<file path="src/rtl/adder_seq_arbiter.sv">
// adder_seq_arbiter: two requesters share one full-adder slice for multi-limb
// additions. A requester is granted round-robin and keeps the grant for a
// whole job. Carry is chained across limbs, and each result limb leaves
// through a registered valid/ready stage tagged with the owner id.

// Combinational (width+1)-bit adder slice with carry in and carry out.
module fulladder #(
  parameter int width = 2
) (
  input  logic [width:0] i_a,
  input  logic [width:0] i_b,
  input  logic           i_c_in,
  output logic [width:0] o_sum,
  output logic           o_c_out
);

  // Sum is one bit wider than the operands so the carry falls out of the top.
  always_comb begin
    {o_c_out, o_sum} = {1'b0, i_a} + {1'b0, i_b} + {{(width + 1){1'b0}}, i_c_in};
  end

endmodule

module adder_seq_arbiter #(
  parameter int width = 2
) (
  input  logic           clk,
  input  logic           rst,
  input  logic           in0_valid,
  output logic           in0_ready,
  input  logic [width:0] in0_a,
  input  logic [width:0] in0_b,
  input  logic           in0_c_in,
  input  logic           in0_last,
  input  logic           in1_valid,
  output logic           in1_ready,
  input  logic [width:0] in1_a,
  input  logic [width:0] in1_b,
  input  logic           in1_c_in,
  input  logic           in1_last,
  output logic           out_valid,
  input  logic           out_ready,
  output logic [width:0] out_sum,
  output logic           out_c_out,
  output logic           out_last,
  output logic           out_id
);

  typedef enum logic [0:0] {
    ST_IDLE = 1'b0,
    ST_BUSY = 1'b1
  } state_t;

  state_t         r_state;
  state_t         w_state_nxt;

  logic           r_gnt;
  logic           r_first;
  logic           r_carry;
  logic           r_last_grant;

  logic           r_out_valid;
  logic [width:0] r_out_sum;
  logic           r_out_c_out;
  logic           r_out_last;
  logic           r_out_id;

  logic           w_gnt_valid;
  logic [width:0] w_gnt_a;
  logic [width:0] w_gnt_b;
  logic           w_gnt_c_in;
  logic           w_gnt_last;
  logic           w_gnt_ready;
  logic           w_fire;
  logic           w_arb_req;
  logic           w_arb_pick;
  logic           w_fa_c_in;
  logic [width:0] w_fa_sum;
  logic           w_fa_c_out;

  // Select the input bundle of whichever requester currently holds the grant.
  always_comb begin
    if (r_gnt) begin
      w_gnt_valid = in1_valid;
      w_gnt_a     = in1_a;
      w_gnt_b     = in1_b;
      w_gnt_c_in  = in1_c_in;
      w_gnt_last  = in1_last;
    end else begin
      w_gnt_valid = in0_valid;
      w_gnt_a     = in0_a;
      w_gnt_b     = in0_b;
      w_gnt_c_in  = in0_c_in;
      w_gnt_last  = in0_last;
    end
  end

  // Round-robin pick: on contention the requester not served last wins.
  always_comb begin
    w_arb_req = in0_valid | in1_valid;
    if (in0_valid & in1_valid) begin
      w_arb_pick = ~r_last_grant;
    end else if (in1_valid) begin
      w_arb_pick = 1'b1;
    end else begin
      w_arb_pick = 1'b0;
    end
  end

  // Accept a limb only while busy and the output stage can take a result.
  always_comb begin
    w_gnt_ready = (r_state == ST_BUSY) & (~r_out_valid | out_ready);
    w_fire      = w_gnt_valid & w_gnt_ready;
    in0_ready   = w_gnt_ready & ~r_gnt;
    in1_ready   = w_gnt_ready & r_gnt;
    w_fa_c_in   = r_first ? w_gnt_c_in : r_carry;
  end

  fulladder #(
    .width (width)
  ) u_fulladder (
    .i_a     (w_gnt_a),
    .i_b     (w_gnt_b),
    .i_c_in  (w_fa_c_in),
    .o_sum   (w_fa_sum),
    .o_c_out (w_fa_c_out)
  );

  // FSM next state: IDLE arbitrates, BUSY runs until the last limb fires.
  always_comb begin
    w_state_nxt = r_state;
    case (r_state)
      ST_IDLE: begin
        if (w_arb_req) begin
          w_state_nxt = ST_BUSY;
        end else begin
          w_state_nxt = ST_IDLE;
        end
      end
      ST_BUSY: begin
        if (w_fire & w_gnt_last) begin
          w_state_nxt = ST_IDLE;
        end else begin
          w_state_nxt = ST_BUSY;
        end
      end
      default: begin
        w_state_nxt = ST_IDLE;
      end
    endcase
  end

  // FSM state register.
  always_ff @(posedge clk or posedge rst) begin
    if (rst) begin
      r_state <= ST_IDLE;
    end else begin
      r_state <= w_state_nxt;
    end
  end

  // Grant, first-limb flag, chained carry and round-robin history.
  always_ff @(posedge clk or posedge rst) begin
    if (rst) begin
      r_gnt        <= 1'b0;
      r_first      <= 1'b1;
      r_carry      <= 1'b0;
      r_last_grant <= 1'b1;
    end else if (r_state == ST_IDLE) begin
      if (w_arb_req) begin
        r_gnt   <= w_arb_pick;
        r_first <= 1'b1;
      end
    end else if (w_fire) begin
      r_carry <= w_fa_c_out;
      r_first <= w_gnt_last;
      if (w_gnt_last) begin
        r_last_grant <= r_gnt;
      end
    end
  end

  // Output stage: load on fire (also when draining), clear valid on a pure drain.
  always_ff @(posedge clk or posedge rst) begin
    if (rst) begin
      r_out_valid <= 1'b0;
      r_out_sum   <= {(width + 1){1'b0}};
      r_out_c_out <= 1'b0;
      r_out_last  <= 1'b0;
      r_out_id    <= 1'b0;
    end else if (w_fire) begin
      r_out_valid <= 1'b1;
      r_out_sum   <= w_fa_sum;
      r_out_c_out <= w_fa_c_out;
      r_out_last  <= w_gnt_last;
      r_out_id    <= r_gnt;
    end else if (out_ready) begin
      r_out_valid <= 1'b0;
    end
  end

  always_comb begin
    out_valid = r_out_valid;
    out_sum   = r_out_sum;
    out_c_out = r_out_c_out;
    out_last  = r_out_last;
    out_id    = r_out_id;
  end

endmodule
</file>
<file path="config.mk">
export PLATFORM = sky130hd
export DESIGN_NAME = adder_seq_arbiter
export DESIGN_NICKNAME = d
export VERILOG_FILES = /design/src/rtl/adder_seq_arbiter.sv
export SDC_FILE = /design/constraint.sdc
export NUM_CORES = 1
export LEC_CHECK = 0
export ABC_AREA = 1
export CAP_MARGIN = 20
export CORE_MARGIN = 2
export CORE_UTILIZATION = 32
export CTS_BUF_LIST = sky130_fd_sc_hd__clkbuf_4
export DETAILED_ROUTE_END_ITERATION = 6
export PLACE_DENSITY = 0.7
export SLEW_MARGIN = 30
export SYNTH_ARGS = -nofsm -noshare
export SYNTH_HDL_FRONTEND = slang
export SYNTH_SLANG_ARGS = --single-unit
export TNS_END_PERCENT = 30
</file>
<file path="constraint.sdc">
create_clock -name clk -period 2.17 [get_ports clk]
set_input_delay 0.5425 -clock clk [delete_from_list [all_inputs] [get_ports clk]]
set_output_delay 0.5425 -clock clk [all_outputs]
set_load 0.01 [all_outputs]
</file>
Yosys cells after proc, flatten, opt, wreduce, memory -nomap -nowiden
Index checks and enable logic that the tools add are counted.

Output and inout port bits: 9. Bits in read-only memories: 0. Word-level logic and storage cells: 47. Register bits after elaboration: 12. Bits in writable memories: 0. Bits in latches: 0. Memories: 0.

Equality and inequality tests: 1. Add/sub/neg operators: 2. Multipliers: 0. Reductions and logical operators: 6. Shifts and indexed selects: 0. Bitwise logic cells: 12. Order comparisons: 0. Muxes and demuxes: 16. Div/mod/pow operators: 0.

Operator list (count): 1-bit 2-to-1 mux (13); 1-bit AND (6); 3-bit 2-to-1 mux (2); 2-bit AND reduction (3); 3-bit by 3-bit adder with 4-bit output (1); 4-bit by 1-bit adder with 4-bit output (1); 1-bit inverter (4); 2-bit nonzero test (2); 3-bit AND reduction (1); 2-bit by 1-bit inequality test with 1-bit output (second input constant) (1); 1-bit OR (2); 1-bit case mux with 2 select lines (1).

Logic depth before layout (Yosys ltp)
Depth after elaboration: 7. Gate-level depth with buffers: 9. Mapped depth without buffers: 9.

Hierarchy
A second synthesis with hierarchy kept.

Cell total of the unflattened synthesis: 103. Area total of the unflattened synthesis: 763.2 sq um.

Modules (own cells, without submodules): adder_seq_arbiter (instances 1, area an instance 645.6 sq um, cells each 87); fulladder (instances 1, area an instance 117.6 sq um, cells each 16).

Least setup slack after synthesis
Ideal clock, no wire load.

Path kind: reg2reg. Start point: register r_gnt. End point: register r_out_sum[2] (netlist: out_sum[2]). Clock period less this slack: 1940 ps. Setup slack: 230 ps. Arrival: 1863 ps. Path buffers: 1. Required time: 2094 ps. Cell stages (with the launch flop): 9. Cell sequence: dfrtp_1 buf_2 nand2_1 nand3_1 o21ai_0 fa_1 fa_1 xor2_1 o21ai_1.

Longest elaborated chain between the ends: 3. Elaborated cells on any way between the ends: 8. Those cells by class: add/sub: 2; mux: 5; bitwise: 1.

RTL lines: start, declared (RTL line 57) `logic r_gnt;`; start signal, assigned (RTL line 171) `r_gnt <= w_arb_pick;`; 3-bit 2-to-1 mux or 1-bit 2-to-1 mux (tied branches) (RTL line 83) `if (r_gnt) begin`; 3-bit by 3-bit adder with 4-bit output or 1-bit 2-to-1 mux (tied branches) (RTL line 19, 116); 4-bit by 1-bit adder with 4-bit output (RTL line 19) `{o_c_out, o_sum} = {1'b0, i_a} + {1'b0, i_b} + {{(width + 1){1'b0}}, i_c_in};`; end signal, assigned (RTL line 187) `r_out_sum <= {(width + 1){1'b0}};`; end signal, assigned (RTL line 193) `r_out_sum <= w_fa_sum;`; end, declared (RTL line 63) `logic [width:0] r_out_sum;`.

Parallel ways exist; a longest one is shown, timed or not. A chain may end at the register's enable or synchronous reset.

Worst setup path after layout
Start point: input in1_c_in. End point: register r_out_sum[2] (netlist: out_sum[2]).

Longest elaborated chain between the ends: 3.

RTL lines: start, declared (RTL line 39) `input logic in1_c_in,`; 1-bit 2-to-1 mux (RTL line 83); 1-bit 2-to-1 mux (RTL line 116) `w_fa_c_in = r_first ? w_gnt_c_in : r_carry;`; 4-bit by 1-bit adder with 4-bit output (RTL line 19).

No other way between the ends.

==> results_dict.tcl <==
set metrics [dict create \
    synth_top_area_share_pct 35.1 \
    synth_seq_cells 12 \
    worstHoldEndpoint "r_last_grant" \
    dieArea_um2 2620 \
    power_switching_uw 571 \
    sequentialPowerShare_pct 30.5 \
    synthTopCellsByArea "dfrtp_1 35%, nand2_1 18%, dfstp_2 7.4%" \
    path_max_fanout 2 \
    grt_pass1_vias 623 \
    reg2reg_slack_ps 270 \
    syn_inst 88 \
    peakVddDrop_mv 0.528 \
    switching_share_pct 41.1 \
    synth_area_per_cell_um2 8.10 \
    hold_viol 0 \
    synth_ff_type "dfrtp_1" \
    h-tree-depth 1 \
    cts_tree "yes" \
    hold_class "register to register" \
    syn2layout_area_growth_pct 51.2 \
    cp.arrival_ps 2270 \
    dp_hpwl_um 1270 \
    slew_violations 0 \
    pwr-share-comb_pct 59.4 \
    ff2ff_path_depth 8 \
    p_clk_share_pct 10.0 \
    drt_first_pass_iters 4 \
    fin_worst_skew_ps 0.849 \
    max_freq_mhz 482 \
    track_usage_pct 13.0 \
    cts_buffers 3 \
    max_slew_margin_pct 69.9 \
    most-common-layout-cells "34 x nand2_1, 27 x clkdlybuf4s50_1, 10 x dfrtp_1" \
    place_congestion 0.726 \
    ys_warn_count 0 \
    io_buffers 29 \
    diodes 0 \
    yosysUniqueCellTypes 21 \
    drtIter0Drc 9 \
    fillers 214 \
    status "finished, final reports clean" \
    grt_pass1_wl_um 2560 \
    num_io_pins 30 \
    hold_start "r_last_grant" \
    antenna_found_initial 0 \
    start_kind "input pin" \
    whs_path_depth 2 \
    vias 694 \
    core_area_um2 2150 \
    min_period_ps 2070 \
    finalSetupViolCount 0 \
    gr-total-overflow 0 \
    worstMarginPinSlew_ps 451 \
    die_y_um 51.2 \
    r2r_start "r_gnt" \
    root_buffer "clkbuf_4" \
    hold_buffers 0 \
    dpl_cell_area_um2 1060 \
    wl_per_cell_um 10.2 \
    crit_required_ps 2370 \
    syn_area_um2 713 \
    worst_slack_ps 95.7 \
    clk_latency_ps 270 \
    final_common_cell "nand2_1" \
    holdWs_ps 467 \
    core.rowCount 17 \
    synth_fp_nets 113 \
    place_ws_ps -278 \
    r2r-end "out_sum[2]" \
    drive_gt1_share_pct 15.3 \
    rsz0062_at_grt "yes" \
    final.period_utilization_pct 95.6 \
    final_nets 150 \
    cts.sinks 12 \
    initial_core_util_pct 33.2 \
    postRouteAntennaNets 0 \
    clk_pin_slew_ps 70 \
    drc 0 \
    chipWidth_um 51.2 \
    async_reset_ff_share_pct 100 \
    vias_per_cell 4.57 \
    powerDensity_nw_per_um2 1290 \
    intPower_uw 818 \
    synth_enable_flop_cells 0 \
    final_cell_area_um2 1080 \
    ys_seq_area_share_pct 42.5 \
    synth.largest_area_cell "dfrtp_1" \
    p_leak_nw 0.528 \
    grt_max_degree 15 \
    crit_path_end_kind "register" \
    cts_buffer_depth 2 \
    crit_type "input pin to register" \
    finalWirelength_um 1550 \
    maxCapViolations 0 \
    final_util_pct 50.2 \
]
worst max-delay path: stages:
cell	delay [ps]
clkdlybuf4s50_1	460
nand2_1	50
nand3_1	80
o21ai_0	110
fa_2	370
fa_1	380
xor2_1	150
o21ai_1	120
worst max-delay path by stage:
stage | endpoint | from | slack, ps
after floorplan | out_sum[2] | r_gnt | 230
after global placement | in0_ready | out_ready | -260
after detailed placement | out_sum[2] | in1_c_in | -280
after CTS | in1_ready | out_ready | 20
after global routing | out_sum[2] | in1_c_in | -20
final | out_sum[2] | in1_c_in | 100
routing by layer:
metal | part of all wire (%) | track usage [%]
met2 | 45 | 18.6
met5 | 0 | 0
met4 | 1.0 | 7.46
met3 | 6.4 | 3.51
met1 | 47 | 17.6
synthesized netlist by cell type (2+ instances only):
library cell / count
nand2_1: 34
dfrtp_1: 10
inv_1: 7
o21ai_0: 6
nand3_1: 5
o21ai_1: 4
dfstp_2: 2
fa_1: 2
ha_1: 2
mux2i_1: 2
nand2_2: 2
nor2_1: 2
or2_2: 2
power by group through the flow:
stage | clock (mW) | combinational [mW] | sequential, mW
after floorplan | 0 | 0.490 | 0.443
after global placement | 0 | 0.836 | 0.427
after detailed placement | 0 | 0.854 | 0.431
after CTS | 0.142 | 0.848 | 0.426
after global routing | 0.154 | 0.947 | 0.437
final | 0.140 | 0.826 | 0.424
per-stage QoR:
stage / setup TNS (ps) / power [mW] / cells
CTS: 0 / 1.42 / 152
finish: 0 / 1.39 / 152
global placement: -953 / 1.26 / 148
detailed placement: -1060 / 1.28 / 148
global route: -16.6 / 1.54 / 152
floorplan: 0 / 0.933 / 88
flip-flops by register name (all words and copies together) (netlist names):
signal        flops
out_sum           3
out_c_out         1
r_state           1
r_last_grant      1
out_valid         1
r_first           1
out_last          1
out_id            1
r_gnt             1
r_carry           1
cell families after synthesis:
family,share of synthesized area (%)
simple gates,26.8
compound gates,11.1
flops,42.5
buf+inv,6.49
fa+ha+maj,9.12
mux,2.81
xor+xnor,1.23
layout make-up:
cell class	count	area [um^2]	area share, %
clock buffer	3	22.5	2.09
tap	28	35.0	3.25
inverter	8	30.0	2.78
clock inverter	1	3.75	0.348
timing repair buffer	34	318	29.5
multi-input combinational	66	367	34.0
sequential	12	303	28.1
timing repair:
item | in CTS | in global routing
endpoints found under the hold margin | 0 | 0
gates resized for setup | 3 | 4
endpoints found under the setup margin | 3 | 3
setup buffers | 0 | 0
pin swaps | 0 | 1
No activity file was read; power rests on OpenSTA's default activity.
